===== src/rtl/rvfi_mem_responder.sv =====
// Memory-side responder for the native mem_valid/mem_ready interface: bounded random latency,
// a small tagged word store for consistent re-reads, and a sticky core protocol error flag.
module rvfi_mem_responder #(
    parameter int unsigned MIN_LATENCY = 1,
    parameter int unsigned MAX_LATENCY = 4,
    parameter int unsigned LAT_W       = 3,
    parameter int unsigned DEPTH       = 8
) (
    input  logic             clk,
    input  logic             reset,
    input  logic             mem_valid,
    input  logic             mem_instr,
    input  logic [31:0]      mem_addr,
    input  logic [31:0]      mem_wdata,
    input  logic [3:0]       mem_wstrb,
    input  logic [LAT_W-1:0] rand_latency,
    input  logic [31:0]      rand_rdata,
    output logic             mem_ready,
    output logic [31:0]      mem_rdata,
    output logic             protocol_err
);

    localparam int unsigned IDX_W = $clog2(DEPTH);
    localparam int unsigned TAG_W = 30 - IDX_W;
    localparam int unsigned SPAN  = MAX_LATENCY - MIN_LATENCY;
    localparam int unsigned CNT_W = (MAX_LATENCY > 1) ? $clog2(MAX_LATENCY) : 1;

    typedef enum logic [1:0] {IDLE, WAIT, RESP} state_t;

    state_t             state_q, state_d;
    logic [CNT_W-1:0]   cnt_q, cnt_d;
    logic [29:0]        waddr_q, waddr_d;
    logic [31:0]        wdata_q, wdata_d;
    logic [3:0]         wstrb_q, wstrb_d;
    logic               instr_q, instr_d;
    logic [31:0]        rdata_q, rdata_d;
    logic [31:0]        line_q, line_d;
    logic               err_q, err_d;

    logic               valid_q [DEPTH];
    logic [TAG_W-1:0]   tag_q   [DEPTH];
    logic [31:0]        data_q  [DEPTH];

    logic [29:0]        req_waddr;
    logic [31:0]        req_wdata;
    logic [3:0]         req_wstrb;
    logic [IDX_W-1:0]   req_idx;
    logic [TAG_W-1:0]   req_tag;
    logic               hit;
    logic [31:0]        base;
    logic [31:0]        merged;
    logic               fld_diff;
    int unsigned        lat_sel;
    int unsigned        lat_m1;

    logic               unused_addr_lsbs;
    assign unused_addr_lsbs = ^mem_addr[1:0];

    // In IDLE the request is still on the inputs; afterwards use the latched copy.
    always_comb begin
        req_waddr = (state_q == IDLE) ? mem_addr[31:2] : waddr_q;
        req_wdata = (state_q == IDLE) ? mem_wdata      : wdata_q;
        req_wstrb = (state_q == IDLE) ? mem_wstrb      : wstrb_q;
        req_idx   = req_waddr[IDX_W-1:0];
        req_tag   = req_waddr[29:IDX_W];
        hit       = valid_q[req_idx] && (tag_q[req_idx] == req_tag);
        base      = hit ? data_q[req_idx] : rand_rdata;
        merged    = base;
        for (int unsigned b = 0; b < 4; b++) begin
            if (req_wstrb[b]) merged[8*b +: 8] = req_wdata[8*b +: 8];
        end
        fld_diff  = (mem_addr[31:2] != waddr_q) || (mem_wdata != wdata_q) ||
                    (mem_wstrb != wstrb_q) || (mem_instr != instr_q);
        lat_sel   = (32'(rand_latency) > SPAN) ? SPAN : 32'(rand_latency);
        lat_m1    = MIN_LATENCY - 1 + lat_sel;
    end

    always_comb begin
        state_d = state_q;
        cnt_d   = cnt_q;
        waddr_d = waddr_q;
        wdata_d = wdata_q;
        wstrb_d = wstrb_q;
        instr_d = instr_q;
        err_d   = err_q;
        line_d  = line_q;
        rdata_d = '0;
        case (state_q)
            IDLE: begin
                if (mem_valid) begin
                    waddr_d = mem_addr[31:2];
                    wdata_d = mem_wdata;
                    wstrb_d = mem_wstrb;
                    instr_d = mem_instr;
                    if (mem_instr && (mem_wstrb != 4'h0)) err_d = 1'b1;
                    cnt_d = CNT_W'(lat_m1);
                    state_d = (lat_m1 == 0) ? RESP : WAIT;
                end
            end
            WAIT: begin
                if (!mem_valid || fld_diff) begin
                    err_d   = 1'b1;
                    state_d = IDLE;
                end else begin
                    cnt_d = cnt_q - CNT_W'(1);
                    if (cnt_q <= CNT_W'(1)) state_d = RESP;
                end
            end
            RESP: begin
                state_d = IDLE;
                if (mem_valid && fld_diff) err_d = 1'b1;
            end
            default: state_d = IDLE;
        endcase
        // Response data and the new store line are captured on entry to RESP so outputs stay registered.
        if (state_d == RESP && state_q != RESP) begin
            line_d  = merged;
            rdata_d = (req_wstrb == 4'h0) ? merged : '0;
        end
    end

    always_ff @(posedge clk or negedge reset) begin
        if (!reset) begin
            state_q <= IDLE;
            cnt_q   <= '0;
            waddr_q <= '0;
            wdata_q <= '0;
            wstrb_q <= '0;
            instr_q <= 1'b0;
            rdata_q <= '0;
            line_q  <= '0;
            err_q   <= 1'b0;
            for (int unsigned i = 0; i < DEPTH; i++) begin
                valid_q[i] <= 1'b0;
                tag_q[i]   <= '0;
                data_q[i]  <= '0;
            end
        end else begin
            state_q <= state_d;
            cnt_q   <= cnt_d;
            waddr_q <= waddr_d;
            wdata_q <= wdata_d;
            wstrb_q <= wstrb_d;
            instr_q <= instr_d;
            rdata_q <= rdata_d;
            line_q  <= line_d;
            err_q   <= err_d;
            if (state_q == RESP) begin
                valid_q[waddr_q[IDX_W-1:0]] <= 1'b1;
                tag_q[waddr_q[IDX_W-1:0]]   <= waddr_q[29:IDX_W];
                data_q[waddr_q[IDX_W-1:0]]  <= line_q;
            end
        end
    end

    assign mem_ready    = (state_q == RESP);
    assign mem_rdata    = rdata_q;
    assign protocol_err = err_q;

endmodule


===== config.mk =====
export PLATFORM = sky130hd
export DESIGN_NAME = rvfi_mem_responder
export DESIGN_NICKNAME = d
export VERILOG_FILES = /design/src/rtl/rvfi_mem_responder.sv
export SDC_FILE = /design/constraint.sdc
export NUM_CORES = 1
export LEC_CHECK = 0
export CAP_MARGIN = 20
export CORE_MARGIN = 2
export CORE_UTILIZATION = 38
export DETAILED_ROUTE_END_ITERATION = 10
export PLACE_DENSITY = 0.59
export SLEW_MARGIN = 20
export SYNTH_ARGS = -nofsm -noshare
export SYNTH_HDL_FRONTEND = slang
export SYNTH_SLANG_ARGS = --single-unit

===== constraint.sdc =====
create_clock -name clk -period 4 [get_ports clk]
set_input_delay 0.8 -clock clk [delete_from_list [all_inputs] [get_ports clk]]
set_output_delay 0.8 -clock clk [all_outputs]
set_load 0.005 [all_outputs]

Word level (Yosys, flattened, before mapping)

Cells that the tools add are included.

Output and inout port bits: 34
Register bits: 616
Bits of input ports: 107

Bitwise gates (word level): 3
$lt $le $gt $ge: 5
Eq/ne operators: 14
Mux-type cells: 41
$add $sub $neg: 1
Reduce and logical (&&, ||, !) cells: 19

Operator list:

| cell                 | count |
|---|---|
| $bwmux W256          | 1 |
| $mux W32             | 7 |
| $bwmux W216          | 1 |
| $bmux W32 S3         | 1 |
| $demux W32 S3        | 1 |
| $bmux W27 S3         | 1 |
| $demux W27 S3        | 1 |
| $mux W27             | 3 |
| $logic_not A32 Y1    | 1 |
| $mux W8              | 4 |
| $ne A32 B32 Y1       | 1 |
| $mux W30             | 1 |
| $ne A30 B30 Y1       | 1 |
| $eq A27 B27 Y1       | 1 |
| $mux W2              | 6 |
| $ge A4 B4 Y1 const B | 2 |
| $ne A2 B2 Y1 const B | 4 |
| $not A3 Y4           | 2 |
| $or A8 B8 Y8         | 1 |
| $pmux W2 S2          | 2 |
| $mux W1              | 7 |
| $logic_and A1 B1 Y1  | 5 |
| $reduce_and A5 Y1    | 1 |
| $eq A2 B2 Y1 const B | 2 |
| other kinds (22)     | 26 |

Logic depth before layout (Yosys ltp)

Gate-level depths: netlist of the first run.

Depth in word-level cells: 12
Mapped depth: 15
Mapped depth without buffers: 10

Worst setup path after synthesis of the first run

OpenSTA, ideal clock, no wires.

Path kind: input -> register
Start: input port mem_addr[3]
End: register rdata_q[10] (netlist: mem_rdata[10])
Data required time: 3.934 ns
Arrival: 3.733 ns
Stages on the path: 13
Path buffers: 4
Slack: 0.200 ns
Path through: clkbuf_1 -> nor4b_2 -> a21oi_1 -> clkbuf_1 -> o32ai_1 -> or3_1 -> and2_1 -> or3b_1 -> or4_1 -> buf_2 -> nor3_2 -> buf_4 -> o311a_1

Word-level cells in the longest chain between the ends: 11

Ends and longest elaborated chain:

| item                                        | RTL line | source |
|---|---|---|
| from (decl)                                 | 13       | `input logic [31:0] mem_addr,` |
| $mux W30                                    | 61       | `req_waddr = (state_q == IDLE) ? mem_addr[31:2] : waddr_q;` |
| $not A3 Y4 (not written as such)            | 66, 67   |  |
| $bmux W27 S3                                | 66       | `hit = valid_q[req_idx] && (tag_q[req_idx] == req_tag);` |
| $mux W27 (not written as such) (2 in a row) | 66       |  |
| $eq A27 B27 Y1                              | 66       |  |
| $logic_and A1 B1 Y1                         | 66       |  |
| $mux W32                                    | 67       | `base = hit ? data_q[req_idx] : rand_rdata;` |
| $mux W8                                     | 70       | `if (req_wstrb[b]) merged[8*b +: 8] = req_wdata[8*b +: 8];` |
| $mux W32                                    | 118      | `rdata_d = (req_wstrb == 4'h0) ? merged : '0;` |
| $mux W32 (*)                                | 116      | `if (state_d == RESP && state_q != RESP) begin` |
| named net rdata_d[10]                       | 36       | `logic [31:0] rdata_q, rdata_d;` |
| to (signal assigned)                        | 145      | `rdata_q <= rdata_d;` |
| to (decl)                                   | 36       |  |

Mark *: on every way through the listed nets, which the timed path passes. The rest lies on a longest branch. The select of a mux whose other input is x is not followed.
A chain may end at the register's enable or synchronous reset.

Final worst setup path of the first run

Start: register state_q[1]
End: register rdata_q[8] (netlist: mem_rdata[8])

Word-level cells in the longest chain between the ends: 12

Ends and longest elaborated chain:

| item                                        | RTL line | source |
|---|---|---|
| from (decl)                                 | 30       | `state_t state_q, state_d;` |
| from (signal assigned)                      | 139      | `state_q <= state_d;` |
| $logic_not A2 Y1                            | n/a      |  |
| $mux W30                                    | 61       |  |
| $not A3 Y4 (not written as such)            | 66, 67   |  |
| $bmux W27 S3                                | 66       |  |
| $mux W27 (not written as such) (2 in a row) | 66       |  |
| $eq A27 B27 Y1                              | 66       |  |
| $logic_and A1 B1 Y1                         | 66       |  |
| $mux W32                                    | 67       |  |
| $mux W8                                     | 70       |  |
| $mux W32                                    | 118      |  |
| $mux W32 (*)                                | 116      |  |
| named net rdata_d[8]                        | 36       |  |

Marked as above.

==> flow_summary.json, run 1 <==
{
  "routed_wl_microns": 95100,
  "drtIter0Drc": 1681,
  "cts_sinks": 616,
  "placedCellCount": 3567,
  "dp.final_hpwl_microns": 61300,
  "crit_path_cell_trace": "buf_12, clkbuf_4, nor4bb_4, buf_4, a21oi_4, buf_12, a211oi_1, nor4_1, xor2_1, buf_4, nand4b_1, or4_4, buf_12, buf_4, or3_1, o311a_1",
  "syn-num-nets": 2474,
  "antennaDiodeCount": 0,
  "final_util": 0.478,
  "pwr-share-seq": 0.430,
  "comb_power_share": 0.199,
  "start_util": 0.384,
  "htreeDepth": 3,
  "synth_cells": 2366,
  "num_rows": 103,
  "place_congestion": 0.860,
  "gr-total-overflow": 0,
  "crit_start": "state_q[1]",
  "holdWs_ns": 0.128,
  "start_kind": "register",
  "yosys_warnings": 0,
  "worstPathMaxFanout": 32,
  "ff_latch_area_sq_mm": 0.0154,
  "grt_pass1_vias": 22258,
  "nFillCells": 6959,
  "hold_class": "in -> async",
  "min_period_ns": 4.02,
  "drv_cap": 0,
  "via_count": 21502,
  "r2r_start": "state_q[1]",
  "cts_made_buffers": 71,
  "power_frac_clock": 0.371,
  "syn-cell-area_sq_mm": 0.0304,
  "layout-drive-gt1-share": 0.398,
  "p_leak_uw": 0.0174,
  "slowest_delay_ns": 0.58,
  "final_common_cell": "dfrtp_1",
  "hold_viol": 0,
  "crit_path_top_delay_cell": "or4_4",
  "violations": "negative setup slack",
  "async_flop_share": 1.00,
  "p_sw_uw": 5320,
  "detail-route-antenna-nets": 0,
  "total_power_uw": 18400,
  "dr.pass1.iters": 5,
  "peakVddDrop_v": 0.000322,
  "synth_edf_count": 0,
  "outcome": "complete, but fails checks",
  "layout_common_cells": "dfrtp_1, mux2_2, buf_4",
  "area_delta_synth_final_pct": 24.5,
  "switching_share": 0.290,
  "cts_tree": "yes",
  "required_ns": 4.50,
  "skew_ns": 0.0272,
  "seq_area_frac_synth": 0.507,
  "grt_antenna_before_repair": 0,
  "via_per_inst": 5.77,
  "io_pins": 141,
  "grt_pass1_wl_microns": 141000,
  "critical_path_class": "reg -> reg",
  "drc": 0,
  "setup_tns_ns": -0.0430,
  "cts_buffer_depth": 3,
  "numPortBuffers": 138,
  "root_buffer": "clkbuf_16",
  "core_sq_mm": 0.0791,
  "ys_types": 68,
  "fp.dieArea_sq_mm": 0.0823,
  "finalSetupViolations": 6,
  "clk_pin_slew_worst_paths_ns": 0.06,
  "min_period_over_period": 1.00,
  "worst_slack_ns": -0.0164,
  "end_kind": "register",
  "die_x_microns": 287,
  "rsz0062_at_grt": "true",
  "synthFlopType": "dfrtp_1",
  "relSlewSlack": 0.476,
  "ys_ff_latch": 616,
  "p_per_area_mw_per_mm2": 485,
  "stdcell_count": 3728,
  "multi_input_area_sq_mm": 0.0147,
  "syn_area_per_cell_sq_um": 12.9,
  "cp.arrival_ns": 4.51,
  "wl_per_cell_microns": 25.5,
  "maxSlewViolCount": 0,
  "grt_use_total": 0.227,
  "die_h_microns": 287,
  "clk_latency_ns": 0.62,
  "worst_pin_slew_ns": 0.785,
  "p_int_uw": 13000,
  "grt_max_degree": 115,
  "max_freq_mhz": 249,
  "finalNetCount": 2732
}
[flip-flops by register name, summed over array words and instances (netlist names)]
name	cells
wstrb_q	4
wdata_q	32
valid_q	8
mem_rdata	32
tag_q	216
protocol_err	1
cnt_q	2
line_q	32
data_q	256
waddr_q	30
state_q	2
instr_q	1
[timing repair]
| item | in CTS | in global routing |
|---|---|---|
| setup endpoints to repair | 57 | 64 |
| hold endpoints to repair | 0 | 0 |
| hold buffers | 0 | 0 |
| cloned | 1 | 6 |
| buffers inserted | 2 | 25 |
| pin swaps | 2 | 18 |
| resized for setup | 28 | 100 |
[synthesized netlist by cell type, drive strengths merged (12+ instances only)]
master	instances	area (sq um)
dfrtp	616	15400
mux2	539	6070
mux2i	166	1660
clkbuf	112	422
nand2	100	378
buf	92	472
and3	70	438
mux4	64	1440
a21oi	63	319
nor2	63	236
xnor2	61	534
a211oi	53	398
nor3	32	165
a2111oi	30	313
nor4	27	175
nand4	25	156
and2	24	150
nand3	22	110
xor2	21	184
o21ai	20	100
o31ai	19	143
or3	18	113
a31oi	13	81.3
o32ai	12	105
[critical path, delay by kind of cell, from the launching register on]
family	cells	cell delay, ns
AND/OR/NAND/NOR	5	1.48
buffers and inverters	7	1.22
flip-flops	1	0.46
AO/OA/AOI/OAI	3	0.43
XOR/XNOR	1	0.27
[metal layers]
layer | part of all wire | vias to the layer above | global-route usage | wire length, microns
met5 | 0 | - | 0 | 0
met4 | 0.025 | 0 | 0.0648 | 2410
met3 | 0.055 | 164 | 0.0332 | 5250
met2 | 0.46 | 681 | 0.357 | 43500
met1 | 0.46 | 11359 | 0.327 | 43900
li1 | - | 9298 | - | -
[worst paths after layout]
kind | end | slack, ns | depth (start not counted)
max | mem_rdata[8] | -0.02 | 16
min | waddr_q[15] | 0.13 | 1
max reg2reg | mem_rdata[8] | -0.02 | 16
min reg2reg | valid_q[0] | 0.46 | 1
max in group asynchronous | line_q[16] | 2.68 | 3
min in group clk | valid_q[0] | 0.46 | 1
[metrics by stage]
stage | cell area, sq um | worst slack [ns]
2_1_floorplan | 30400 | 0.200
6_report | 37900 | -0.0164
5_1_grt | 37900 | -0.124
3_3_place_gp | 34400 | -0.879
3_5_place_dp | 34400 | -0.874
4_1_cts | 37100 | -0.0346
[power groups by stage]
stage	combinational, uW	sequential, uW	clock (uW)
CTS	3470	7880	6920
detailed placement	3410	7980	0
floorplan	2230	7610	0
global placement	3340	7900	0
global route	3910	8020	7190
finish	3660	7890	6810
[layout make-up]
class	instances	area share
inverters	10	0.000991
clock buffers	94	0.0521
multi-input cells	1537	0.389
well taps	1050	0.0347
flip-flops and latches	616	0.407
clock inverters	33	0.0119
repair buffers	388	0.104
[cells by family after synthesis]
kind of cell             Yosys count  synth area share
multiplexers                     769             0.302
AO/OA/AOI/OAI                    264            0.0634
XOR/XNOR                          82            0.0236
AND/OR/NAND/NOR                  420            0.0735
flip-flops                       616             0.507
adder cells (fa/ha/maj)            1          0.000411
buffers and inverters            214            0.0306
Power figures use the tool's default switching activity.
==> run 2: changes to the inputs <==
--- a/config.mk
+++ b/config.mk
@@ -6,7 +6,6 @@
 export NUM_CORES = 1
 export LEC_CHECK = 0
 export CAP_MARGIN = 20
-export CORE_MARGIN = 2
 export CORE_UTILIZATION = 38
 export DETAILED_ROUTE_END_ITERATION = 10
 export PLACE_DENSITY = 0.59
@@ -14,3 +13,4 @@
 export SYNTH_ARGS = -nofsm -noshare
 export SYNTH_HDL_FRONTEND = slang
 export SYNTH_SLANG_ARGS = --single-unit
+export TNS_END_PERCENT = 1
==> flow_summary.json, run 2 (synthesized netlist as in run 1, its figures left out) <==
{
  "start_util": 0.384,
  "cts_tree": "yes",
  "comb_power_share": 0.197,
  "grt_use_total": 0.228,
  "switching_share": 0.287,
  "hold_viol": 0,
  "placed_cell_area_sq_mm": 0.0345,
  "peakVddDrop_v": 0.000322,
  "gr-total-overflow": 0,
  "p_sw_uw": 5150,
  "die_h_microns": 285,
  "worstPathMaxFanout": 26,
  "clk_pin_slew_worst_paths_ns": 0.06,
  "r2r_start": "state_q[1]",
  "routed_wl_microns": 92400,
  "final_common_cell": "dfrtp_1",
  "drtIter0Drc": 1558,
  "placedCellCount": 3577,
  "r2r_setup_slack_ns": 0.09,
  "final_design_area_no_fill_sq_mm": 0.0372,
  "worst_pin_slew_ns": 0.930,
  "nFillCells": 7027,
  "cp.arrival_ns": 4.41,
  "clk_latency_ns": 0.61,
  "grt_antenna_before_repair": 2,
  "p_int_uw": 12800,
  "required_ns": 4.49,
  "layout-drive-gt1-share": 0.383,
  "numPortBuffers": 138,
  "p_per_area_mw_per_mm2": 482,
  "core_sq_mm": 0.0791,
  "cts_sinks": 616,
  "drc": 0,
  "maxSlewViolCount": 0,
  "max_freq_mhz": 256,
  "grt_pass1_wl_microns": 140000,
  "cts_buffer_depth": 3,
  "layout_common_cells": "dfrtp_1, mux2_2, buf_4",
  "fp.dieArea_sq_mm": 0.0812,
  "critical_path_class": "reg -> reg",
  "cts_made_buffers": 70,
  "num_rows": 103,
  "root_buffer": "clkbuf_16",
  "largest-register": "data_q",
  "wl_per_cell_microns": 24.9,
  "via_count": 21186,
  "via_per_inst": 5.70,
  "hold_class": "in -> async",
  "grt_max_degree": 99,
  "skew_ns": 0.0338,
  "detail-route-antenna-nets": 0,
  "relSlewSlack": 0.380,
  "antennaDiodeCount": 0,
  "power_frac_clock": 0.363,
  "outcome": "completed",
  "end_kind": "register",
  "htreeDepth": 3,
  "finalSetupViolations": 0,
  "finalNetCount": 2716,
  "ff2ff_path_depth": 13,
  "holdWs_ns": 0.177,
  "stdcell_count": 3714,
  "worstReg2RegEnd": "mem_rdata[15]",
  "grt_pass1_vias": 22307,
  "die_x_microns": 285,
  "p_leak_uw": 0.0172,
  "reg_top3": "data_q: 256 flops, tag_q: 216 flops",
  "rsz0062_at_grt": "true",
  "io_pins": 141,
  "pwr-share-seq": 0.439,
  "largest_reg_flops": 256,
  "place_congestion": 0.870,
  "min_period_over_period": 0.978,
  "start_kind": "register",
  "dr.pass1.iters": 5,
  "area_delta_synth_final_pct": 22.4,
  "min_period_ns": 3.91,
  "drv_cap": 0,
  "dp.final_hpwl_microns": 59300
}
==> run 2: cell types whose count changed in the layout (fill, tap and decap cells not counted), moves of 5 or more <==
cell / previous run / this run
a2111oi_4: 8 / 3
a211oi_1: 46 / 51
a211oi_2: 7 / 2
a31oi_1: 8 / 13
buf_6: 12 / 4
clkbuf_1: 13 / 19
clkbuf_8: 9 / 15
==> run 2: how the worst max path moves through the flow <==
stage	start	to	slack, ns	cells past startpoint
finish	state_q[1]	mem_rdata[15]	0.09	13
global route	state_q[1]	line_q[14]	-0.06	14
floorplan	mem_addr[3]	mem_rdata[10]	0.20	13
detailed placement	mem_addr[4]	line_q[18]	-0.90	16
CTS	mem_addr[3]	line_q[11]	-0.02	14
global placement	mem_addr[4]	line_q[26]	-0.76	16
==> run 2: power by group through the flow <==
stage / Combinational [uW] / Clock (uW) / Sequential (uW)
floorplan: 2230 / 0 / 7610
global placement: 3360 / 0 / 7880
detailed placement: 3430 / 0 / 7970
CTS: 3500 / 6660 / 7860
global route: 3800 / 6930 / 8000
finish: 3540 / 6510 / 7880
==> run 2: layer usage <==
metal  track usage  vias to the layer above  share of wire
met4        0.0769                        2          0.032
met3        0.0442                      171          0.062
met2         0.351                      668           0.46
met1         0.321                    11092           0.45
met5             0                        -        0.00019
li1              -                     9253              -
==> run 2: final cells by class <==
cell class	count	area, sq um	share of cell area
clock buffer	105	2050	0.0552
sequential	616	15400	0.414
multi-input combinational	1537	14500	0.389
clock inverter	23	275	0.00739
timing repair buffer	373	3650	0.0982
inverter	10	37.5	0.00101
tap	1050	1310	0.0353
==> run 2: repair_timing <==
item                                    4_1_cts  5_1_grt
pin swaps                                     3        8
buffers inserted                              4        3
cloned                                        0        2
endpoints found under the setup margin       64       64
hold buffers                                  0        0
resized for setup                            23       38
==> run 2: worst max-delay path, cell delays in order, from the launching register on <==
cell      delay (ns)
dfrtp_1         0.45
buf_6           0.20
or3b_1          0.41
buf_4           0.24
and3_1          0.19
a211oi_1        0.30
nor4_2          0.11
xor2_1          0.26
nand4_1         0.18
or4_4           0.57
buf_12          0.20
buf_12          0.17
or3_1           0.34
o311a_1         0.14
==> run 2: stage by stage <==
| stage | TNS [ns] | worst slack, ns | utilization | total power (uW) |
|---|---|---|---|---|
| CTS | -0.103 | -0.0175 | 0.467 | 18000 |
| detailed placement | -47.08 | -0.899 | 0.436 | 11400 |
| global placement | -43.57 | -0.762 | 0.436 | 11200 |
| floorplan | 0 | 0.200 | - | 9840 |
| global route | -0.423 | -0.0557 | 0.470 | 18700 |
| finish | 0 | 0.0861 | 0.470 | 17900 |
==> run 3: changes to the inputs <==
--- a/config.mk
+++ b/config.mk
@@ -7,10 +7,11 @@
 export LEC_CHECK = 0
 export CAP_MARGIN = 20
 export CORE_UTILIZATION = 38
+export CTS_BUF_LIST = sky130_fd_sc_hd__clkbuf_4
 export DETAILED_ROUTE_END_ITERATION = 10
+export GPL_TIMING_DRIVEN = 0
 export PLACE_DENSITY = 0.59
 export SLEW_MARGIN = 20
 export SYNTH_ARGS = -nofsm -noshare
 export SYNTH_HDL_FRONTEND = slang
 export SYNTH_SLANG_ARGS = --single-unit
-export TNS_END_PERCENT = 1
==> flow_summary.json, run 3 (synthesized netlist as in run 1, its figures left out) <==
{
  "outcome": "complete, but fails checks",
  "violations": "negative setup slack",
  "min_period_ns": 4.07,
  "wl_per_cell_microns": 26.3,
  "place_congestion": 0.911,
  "die_h_microns": 285,
  "drc": 0,
  "cp_top_family": "simple AND/OR/NAND/NOR gates",
  "via_per_inst": 5.73,
  "dr.pass1.iters": 8,
  "holdWs_ns": 0.413,
  "crit_path_cell_trace": "or3b_4, and2_1, clkbuf_2, a2111oi_0, nor4_1, xor2_1, nand2_1, nand4bb_1, buf_2, buf_4, or3_1, a31oi_1",
  "area_delta_synth_final_pct": 23.5,
  "final_design_area_no_fill_sq_mm": 0.0376,
  "worst_slack_ns": -0.0722,
  "hold_viol": 0,
  "detail-route-antenna-nets": 0,
  "cts_tree": "yes",
  "finalSetupViolations": 14,
  "largest-register": "data_q",
  "grt_pass1_wl_microns": 152000,
  "cts_buffer_depth": 3,
  "cts_made_buffers": 171,
  "worst_pin_slew_ns": 1.17,
  "num_rows": 103,
  "htreeDepth": 4,
  "maxSlewViolCount": 0,
  "relSlewSlack": 0.222,
  "numPortBuffers": 137,
  "required_ns": 4.89,
  "peakVddDrop_v": 0.000244,
  "hold_class": "in -> async",
  "grt_max_degree": 106,
  "crit_path_top_delay_cell": "dfrtp_2",
  "skew_ns": 0.0795,
  "cp.arrival_ns": 4.96,
  "final_common_cell": "dfrtp_1",
  "slowest_delay_ns": 0.49,
  "fp.dieArea_sq_mm": 0.0812,
  "layout_common_cells": "dfrtp_1, mux2_2, clkbuf_4",
  "clk_pin_slew_worst_paths_ns": 0.07,
  "placed_cell_area_sq_mm": 0.0333,
  "root_buffer": "clkbuf_4",
  "critical_path_class": "reg -> reg",
  "io_pins": 141,
  "path_buf_inv": 3,
  "routed_wl_microns": 103000,
  "drtIter0Drc": 2019,
  "via_count": 22502,
  "dp.final_hpwl_microns": 70500,
  "start_util": 0.384,
  "finalNetCount": 2853,
  "final_util": 0.475,
  "p_leak_uw": 0.0172,
  "max_freq_mhz": 246,
  "largest_reg_flops": 256,
  "reg_top3": "data_q: 256 flops, tag_q: 216 flops",
  "min_period_over_period": 1.02,
  "drv_cap": 0,
  "gr-total-overflow": 0,
  "total_power_uw": 17600,
  "start_kind": "register",
  "p_per_area_mw_per_mm2": 470,
  "layout-drive-gt1-share": 0.408,
  "worstPathMaxFanout": 10,
  "end_kind": "register",
  "die_x_microns": 285,
  "grt_use_total": 0.254,
  "cts_sinks": 616,
  "grt_antenna_before_repair": 4,
  "rsz0062_at_grt": "true",
  "clk_latency_ns": 1.04,
  "grt_pass1_vias": 23577,
  "core_sq_mm": 0.0791
}
==> run 3: cell count changes in the layout (fill, tap and decap cells not counted), sizes merged, moves of 4 or more <==
cell           delta
clkbuf          +251
buf              -73
clkinv           +20
inv               +6
diode             +5
clkdlybuf4s15     +4
==> run 3: stage by stage <==
stage           TNS, ns  setup slack, ns  std cells
2_1_floorplan         0            0.200       2366
3_3_place_gp          -           -24.75       3553
3_5_place_dp    -133.29            -2.44       3561
4_1_cts        -0.00316         -0.00316       3892
5_1_grt           -1.38           -0.111       3928
6_report         -0.365          -0.0722       3928
==> run 3: worst paths after layout <==
check	from	to	slack, ns	cells after the start
setup / recovery	state_q[0]	mem_rdata[1]	-0.07	12
hold reg to reg	valid_q[4]	valid_q[4]	0.47	1
max in group asynchronous	reset	data_q[54]	1.72	5
hold / removal	reset	tag_q[170]	0.41	2
min in group clk	mem_addr[3]	waddr_q[1]	0.46	2
setup reg to reg	state_q[0]	mem_rdata[1]	-0.07	12
==> run 3: timing repair <==
action                                  4_1_cts  5_1_grt
pin swaps                                    25       41
endpoints found under the setup margin       65       64
hold buffers                                  1        0
gates resized for setup                     231      122
setup buffers                                30       32
gates cloned                                  2        1
endpoints found under the hold margin        89        0
==> run 3: per-layer routing <==
layer  vias to the layer above  part of all wire  global-route usage
li1                       9658                 -                   -
met1                     11683              0.42               0.334
met2                       904              0.47               0.398
met3                       253             0.067              0.0540
met4                         4             0.043               0.123
met5                         -           0.00017                   0
==> run 3: area by class of cell <==
type                    instances  area (sq um)
flip-flops and latches        616         15400
clock buffers                 252          1890
plain buffers                 199          1260
well taps                    1050          1310
clock inverters                49           357
diodes                          5          12.5
repair buffers                211          2190
fillers                      7149         41600
multi-input cells            1536         15100
inverters                      10          37.5
==> run 3: report_power, final <==
group | switching, uW | total (uW) | internal, uW | leakage (uW)
Combinational | 2060 | 3870 | 1800 | 0.00758
Sequential | 673 | 7760 | 7080 | 0.00828
Clock | 2800 | 6020 | 3210 | 0.00134
Total | 5540 | 17600 | 12100 | 0.0172
==> run 3: worst register-to-register path, cell delays in order (launching register included) <==
cell       delay [ns]
dfrtp_2          0.49
or3b_4           0.49
and2_1           0.18
clkbuf_2         0.26
a2111oi_0        0.48
nor4_1           0.15
xor2_1           0.26
nand2_1          0.12
nand4bb_1        0.27
buf_2            0.28
buf_4            0.27
or3_1            0.41
a31oi_1          0.30
